## src/rtl/shiftreg_pkg.sv

```systemverilog
// Shared types and helpers for the shift-register family.
package shiftreg_pkg;

    typedef enum logic {
        FILL = 1'b0,
        FULL = 1'b1
    } sipo_state_t;

    function automatic int cnt_width(input int nwords);
        return $clog2(nwords + 1);
    endfunction

endpackage

```

## src/rtl/shiftreg_sipo_collect_if.sv

```systemverilog
// Word-stream input and parallel-vector output bundle of the SIPO collector.
interface shiftreg_sipo_collect_if
    import shiftreg_pkg::*;
#(
    parameter int nbits  = 8,
    parameter int nwords = 8
);
    localparam int CW = cnt_width(nwords);

    logic [nbits-1:0]             d;
    logic                         d_valid;
    logic                         d_ready;
    logic                         clr;
    logic [nwords-1:0][nbits-1:0] q_all;
    logic                         q_valid;
    logic                         q_ack;
    logic [CW-1:0]                count;

    // master is the producer/consumer environment, slave is the collector
    modport master (
        output d, d_valid, clr, q_ack,
        input  d_ready, q_all, q_valid, count
    );

    modport slave (
        input  d, d_valid, clr, q_ack,
        output d_ready, q_all, q_valid, count
    );

endinterface

```

## src/rtl/shiftreg_sipo_collect.sv

```systemverilog
// Collects nwords serial words into a parallel vector; first word received lands at index 0.
module shiftreg_sipo_collect
    import shiftreg_pkg::*;
#(
    parameter int nbits  = 8,
    parameter int nwords = 8
) (
    input  logic                    clk,
    input  logic                    rst,
    shiftreg_sipo_collect_if.slave  bus
);
    localparam int CW = cnt_width(nwords);
    localparam logic [CW-1:0] LAST_CNT = CW'(nwords - 1);

    generate
        if (nwords < 2) begin : g_bad_nwords
            $error("shiftreg_sipo_collect: nwords must be >= 2");
        end
    endgenerate

    sipo_state_t                  r_state, w_state;
    logic [CW-1:0]                r_count, w_count;
    logic [nwords-1:0][nbits-1:0] r_words, w_words;
    logic                         w_ready;
    logic                         w_accept;

    always_comb begin
        w_state  = r_state;
        w_count  = r_count;
        w_words  = r_words;
        w_ready  = (r_state == FILL) || ((r_state == FULL) && bus.q_ack);
        w_accept = bus.d_valid && w_ready;

        if (w_accept) begin
            for (int i = 0; i < nwords - 1; i++) begin
                w_words[i] = r_words[i+1];
            end
            w_words[nwords-1] = bus.d;
        end

        case (r_state)
            FILL: begin
                if (bus.clr) begin
                    w_count = w_accept ? CW'(1) : '0;
                end else if (w_accept) begin
                    w_count = r_count + CW'(1);
                    if (r_count == LAST_CNT) begin
                        w_state = FULL;
                    end
                end
            end
            FULL: begin
                // clr is deliberately ignored here: only q_ack releases a vector
                if (bus.q_ack) begin
                    w_count = w_accept ? CW'(1) : '0;
                    w_state = FILL;
                end
            end
            default: begin
                w_state = FILL;
                w_count = '0;
            end
        endcase
    end

    always_ff @(posedge clk) begin
        if (rst) begin
            r_state <= FILL;
            r_count <= '0;
            r_words <= '0;
        end else begin
            r_state <= w_state;
            r_count <= w_count;
            r_words <= w_words;
        end
    end

    assign bus.d_ready = w_ready;
    assign bus.q_valid = (r_state == FULL);
    assign bus.q_all   = r_words;
    assign bus.count   = r_count;

endmodule

```

## src/flat_wrapper.sv

```systemverilog
// flat-port wrapper written by rule: the top's interface ports become plain ports
module shiftreg_sipo_collect_flat import shiftreg_pkg::*;
#(
    parameter int nbits  = 8,
    parameter int nwords = 8
)
  (clk, rst, bus_d, bus_d_valid, bus_clr, bus_q_ack, bus_d_ready, bus_q_all, bus_q_valid, bus_count);
  shiftreg_sipo_collect_if #(.nbits(nbits), .nwords(nwords)) bus_i ();
  input  logic clk;
  input  logic rst;
  input wire logic [$bits(bus_i.d)-1:0] bus_d;
  input wire logic [$bits(bus_i.d_valid)-1:0] bus_d_valid;
  input wire logic [$bits(bus_i.clr)-1:0] bus_clr;
  input wire logic [$bits(bus_i.q_ack)-1:0] bus_q_ack;
  output wire logic [$bits(bus_i.d_ready)-1:0] bus_d_ready;
  output wire logic [$bits(bus_i.q_all)-1:0] bus_q_all;
  output wire logic [$bits(bus_i.q_valid)-1:0] bus_q_valid;
  output wire logic [$bits(bus_i.count)-1:0] bus_count;
  assign bus_i.d = bus_d;
  assign bus_i.d_valid = bus_d_valid;
  assign bus_i.clr = bus_clr;
  assign bus_i.q_ack = bus_q_ack;
  assign bus_d_ready = bus_i.d_ready;
  assign bus_q_all = bus_i.q_all;
  assign bus_q_valid = bus_i.q_valid;
  assign bus_count = bus_i.count;
  shiftreg_sipo_collect #(.nbits(nbits), .nwords(nwords)) u_core (.clk(clk), .rst(rst), .bus(bus_i));
endmodule
```

## config.mk

```make
export PLATFORM = sky130hd
export DESIGN_NAME = shiftreg_sipo_collect_flat
export DESIGN_NICKNAME = d
export VERILOG_FILES = /design/src/rtl/shiftreg_pkg.sv /design/src/rtl/shiftreg_sipo_collect_if.sv /design/src/rtl/shiftreg_sipo_collect.sv /design/src/flat_wrapper.sv
export SDC_FILE = /design/constraint.sdc
export NUM_CORES = 1
export LEC_CHECK = 0
export CAP_MARGIN = 20
export CORE_ASPECT_RATIO = 1.75
export CORE_MARGIN = 4
export CORE_UTILIZATION = 31
export DETAILED_ROUTE_END_ITERATION = 16
export GPL_TIMING_DRIVEN = 1
export MAX_ROUTING_LAYER = met4
export PLACE_DENSITY = 0.56
export REMOVE_ABC_BUFFERS = 1
export SLEW_MARGIN = 0
export SYNTH_ARGS = -nofsm -noshare
export SYNTH_HDL_FRONTEND = slang
export SYNTH_SLANG_ARGS = --single-unit
```

## constraint.sdc

```tcl
create_clock -name clk -period 1.5 [get_ports clk]
set_input_delay 0.375 -clock clk [delete_from_list [all_inputs] [get_ports clk]]
set_output_delay 0.375 -clock clk [all_outputs]
set_load 0.02 [all_outputs]
```

# Yosys cells after proc, flatten, opt, wreduce, memory -nomap -nowiden
# Index checks and enable logic that the tools add are counted.
# totals
output_inout_bits,70
register_bits,69
inputBits,13
elab_cells,29
# op_classes
n_eq_ne,3
n_addsub,1
mux,10
bitwise,1
n_reduce_logical,4
# ops
cell,count
two-way mux 4 bit,3
one-hot mux 4 bit (2 select lines),1
two-way mux 1 bit,5
"adder 4 x 1 -> 4 bit, second input constant",1
"equality test 4 x 3 -> 1 bit, second input constant",1
"!= test 3 x 2 -> 1 bit, second input constant",1
logical AND 1 bit,2
"!= test 2 bit, second input constant",1
one-hot mux 1 bit (2 select lines),1
AND reduction 2 bit,1
logical OR 1 bit,1
NOT 1 bit,1

# Longest topological paths before layout
# depth
word_depth,6
depth_mapped,7
mapped_depth_nobuf,4

# Worst setup path after synthesis
# Ideal clock, no wire load.
# synth_path
path_type,reg-to-reg
startpoint,"register u_core.r_count[0], in the netlist u_core.bus.count[0]"
endpoint,"register u_core.r_count[2], in the netlist u_core.bus.count[2]"
t_required_ns,1.430
setup_ns,0.070
setup_slack_ns,0.103
synth_period_minus_slack_ns,1.397
path_stages_with_launch,5
t_arrival_ns,1.327
n_path_buf,0
path_cell_list,dfxtp_1 > ha_1 > inv_1 > or4_1 > a21oi_1
# synth_between
elab_chain_len,4
# synth_lines
item,line_no,text
"start, declared",shiftreg_sipo_collect.sv:22,"logic [CW-1:0] r_count, w_count;"
"start signal, assigned",shiftreg_sipo_collect.sv:73,r_count <= w_count;
adder 4 x 1 -> 4 bit,shiftreg_sipo_collect.sv:46,w_count = r_count + CW'(1);
two-way mux 4 bit,shiftreg_sipo_collect.sv:45,end else if (w_accept) begin
two-way mux 4 bit,shiftreg_sipo_collect.sv:43,if (bus.clr) begin
one-hot mux 4 bit (2 select lines),shiftreg_sipo_collect.sv:41,case (r_state)
# Every way passes these cells. The select of a mux whose other input is x is not followed.
# A chain may end at the register's enable or synchronous reset.

# Final worst setup path
# layout_path
startpoint,"register u_core.r_count[0], in the netlist u_core.bus.count[0]"
endpoint,output port bus_count[0]
# layout_rtl
item,line_no,text
"end, declared",flat_wrapper.sv:18,output wire logic [$bits(bus_i.count)-1:0] bus_count;
# No word-level cell between the ends.

==> flow_metrics.env <==
export IMPL_fin_skew_ps=3.69
export IMPL_critPathKind="reg -> out"
export IMPL_hold_class="in -> reg"
export IMPL_grt_pass1_wl_um=12000
export IMPL_reg2regPathDepth=4
export IMPL_cp_depth=1
export IMPL_critPathMaxFanout=5
export IMPL_post_dp_hpwl_um=4890
export IMPL_multi_input_area_um2=1120
export IMPL_irDropWorstVdd_mv=0.630
export IMPL_setup_viol=0
export IMPL_startpoint_type="flip-flop"
export IMPL_crit_family="flip-flops"
export IMPL_fin_util_pct=45.6
export IMPL_hold_end="u_core.bus.q_all[3]"
export IMPL_cts_setup_buffers=0
export IMPL_holdPathStages=2
export IMPL_syn2layout_area_growth_pct=42.6
export IMPL_hold_buffers=0
export IMPL_synth_area_per_cell_um2=8.22
export IMPL_clkTransAtPathRegs_ps=50
export IMPL_routed_wl_um=7620
export IMPL_drive_gt1_share_pct=8.77
export IMPL_die_area_um2=10300
export IMPL_syn_inst=326
export IMPL_finalCritPeriodShare_pct=96.4
export IMPL_cts_htree_levels=3
export IMPL_syn_area_um2=2680
export IMPL_yosysSeqAreaShare_pct=51.6
export IMPL_period_minus_slack_ps=1450
export IMPL_ios=83
export IMPL_antenna_found_initial=0
export IMPL_r2r_start="u_core.bus.count[0]"
export IMPL_detail_route_antenna_nets=0
export IMPL_reg2reg_slack_ps=120
export IMPL_rsz0062_at_grt="no"
export IMPL_total_power_mw=4.10
export IMPL_drt_vias_per_instance=5.06
export IMPL_cts_max_path_buffers=2
export IMPL_route_detailed_wl_per_inst_um=14.8
export IMPL_cp_arrival_ps=1070
export IMPL_coreArea_um2=8370
export IMPL_diodes=0
export IMPL_cts_tree="built"
export IMPL_fp_row_count=44
export IMPL_hp_start="rst"
export IMPL_postCtsResizedCells=79
export IMPL_hold_viol=0
export IMPL_max_freq_mhz=691
export IMPL_worstReg2RegEnd="u_core.bus.count[2]"
export IMPL_nets=409
export IMPL_route_detailed_drc=0
export IMPL_drv_slew=0
export IMPL_cap_violations=0
export IMPL_nFillCells=875
export IMPL_path_buf_inv=1
export IMPL_grt_usage_pct=15.5
export IMPL_ys_ff_latch=69
export IMPL_numCtsBuffers=9
export IMPL_cp_required_ps=1120
export IMPL_firstDrtPassIters=4
export IMPL_power_density_nw_per_um2=1070
export IMPL_slew_headroom_pct=73.9
export IMPL_gp_congestion=0.790
export IMPL_regArea_um2=1380
export IMPL_io_buffers=82
export IMPL_synth_distinct_cells=25
export IMPL_gr_total_overflow=0
export IMPL_die_y_um=131
export IMPL_worst_slew_pin_slew_ps=391
export IMPL_fp_dieW_um=78.3
export IMPL_slowest_stage="dfxtp_1"
export IMPL_fin_tns_setup_ps=0
export IMPL_critical_path_max_stage_delay_ps=410
export IMPL_grt_pass1_vias=2338
export IMPL_clockRootBuffer="clkbuf_16"
export IMPL_worstSetupEndpointType="output port"
export IMPL_p_leak_nw=1.58
export IMPL_clk_latency_ps=330
export IMPL_drtIter0Drc=226
export IMPL_start_util_pct=32.0
export IMPL_outcome="finished, final reports clean"
export IMPL_vias=2599
export IMPL_path_cells="clkdlybuf4s15_1"
export IMPL_synth_warnings=0
export IMPL_grt_max_degree=55
export IMPL_clock_sinks=69
[routing by layer]
metal | wire (um) | vias to the layer above | part of all wire (%) | global-route usage (%)
met5 | 0 | - | 0 | -
li1 | - | 1305 | - | -
met4 | 261 | 0 | 3.4 | 10.5
met3 | 220 | 17 | 2.9 | 2.81
met1 | 3220 | 1216 | 42 | 17.8
met2 | 3920 | 61 | 51 | 24.5
[worst max path at each step]
stage | from | to | slack [ps]
floorplan | u_core.bus.q_valid | u_core.bus.count[0] | -730
global placement | bus_q_ack | bus_d_ready | -490
detailed placement | bus_q_ack | bus_d_ready | -490
CTS | u_core.bus.count[0] | bus_count[0] | 10
global route | u_core.bus.count[2] | bus_count[2] | 3
finish | u_core.bus.count[0] | bus_count[0] | 50
[sequential cells by signal, summed over array words and instances (netlist names)]
signal and count:
u_core.bus.q_all 64, u_core.bus.q_valid 1, u_core.bus.count 4
[stage by stage]
stage / setup WS, ps / std cells / area [um^2] / hold WS [ps]
4_1_cts: 10.1 / 514 / 3820 / 453
2_1_floorplan: -731 / 288 / 2510 / 444
3_5_place_dp: -490 / 499 / 3620 / 466
5_1_grt: 3.13 / 514 / 3820 / 486
3_3_place_gp: -493 / 499 / 3620 / 462
6_report: 53.8 / 514 / 3820 / 463
[where the power goes]
part           internal [mW]  switching (mW)
logic                 0.0979           0.155
clock network           1.24           0.720
registers               1.86          0.0207
[Yosys cell counts]
| cell type | instances | area share, % |
|---|---|---|
| o21ai_1 | 3 | 0.56 |
| nand3_1 | 66 | 12 |
| and3_1 | 1 | 0.23 |
| buf_1 | 5 | 0.70 |
| nand4_1 | 1 | 0.23 |
| nor2b_4 | 1 | 0.51 |
| buf_2 | 9 | 1.7 |
| nor3_1 | 1 | 0.19 |
| nand3b_1 | 1 | 0.28 |
| nor2_1 | 1 | 0.14 |
| nor4_1 | 1 | 0.23 |
| clkbuf_1 | 21 | 2.9 |
| o21ai_0 | 62 | 12 |
| inv_2 | 1 | 0.14 |
| nor2b_1 | 1 | 0.23 |
| ha_1 | 1 | 0.47 |
| nand2b_1 | 1 | 0.23 |
| buf_4 | 2 | 0.56 |
| dfxtp_1 | 69 | 52 |
| or4_1 | 2 | 0.56 |
| o31ai_1 | 2 | 0.56 |
| inv_1 | 2 | 0.28 |
| o21bai_1 | 1 | 0.28 |
| a21oi_1 | 70 | 13 |
| buf_6 | 1 | 0.42 |
[cell families (layout without fill, tap and decap cells)]
group / after synthesis / in the layout / share of synthesized area [%]
AOI/OAI and AO/OA: 138 / 138 / 26.1
and+or+nand+nor: 77 / 77 / 15.2
DFF: 69 / 69 / 51.6
buffers and inverters: 41 / 114 / 6.73
adders and majority gates: 1 / 1 / 0.467
[final cells by class]
type / count / share of cell area [%]
flip-flops and latches: 69 / 36.2
well taps: 115 / 3.77
repair buffers: 96 / 23.2
clock buffers: 14 / 7.18
clock inverters: 1 / 0.131
multi-input cells: 216 / 29.3
inverters: 3 / 0.295
[placed cells by master (no fill, tap or decap), types with 2 or more instances in the layout]
cell type | synthesis | routed
o31ai_1 | 2 | 2
buf_4 | 2 | 8
dlygate4sd2_1 | 0 | 68
clkdlybuf4s50_1 | 0 | 9
dfxtp_1 | 69 | 68
buf_12 | 0 | 4
or4_1 | 2 | 2
o21ai_0 | 62 | 62
a21oi_1 | 70 | 70
nand3_1 | 66 | 66
buf_6 | 1 | 2
clkbuf_16 | 0 | 9
clkbuf_1 | 21 | 2
buf_2 | 9 | 3
inv_2 | 1 | 2
clkbuf_8 | 0 | 3
o21ai_1 | 3 | 3
(Power assumes the default switching activity.)
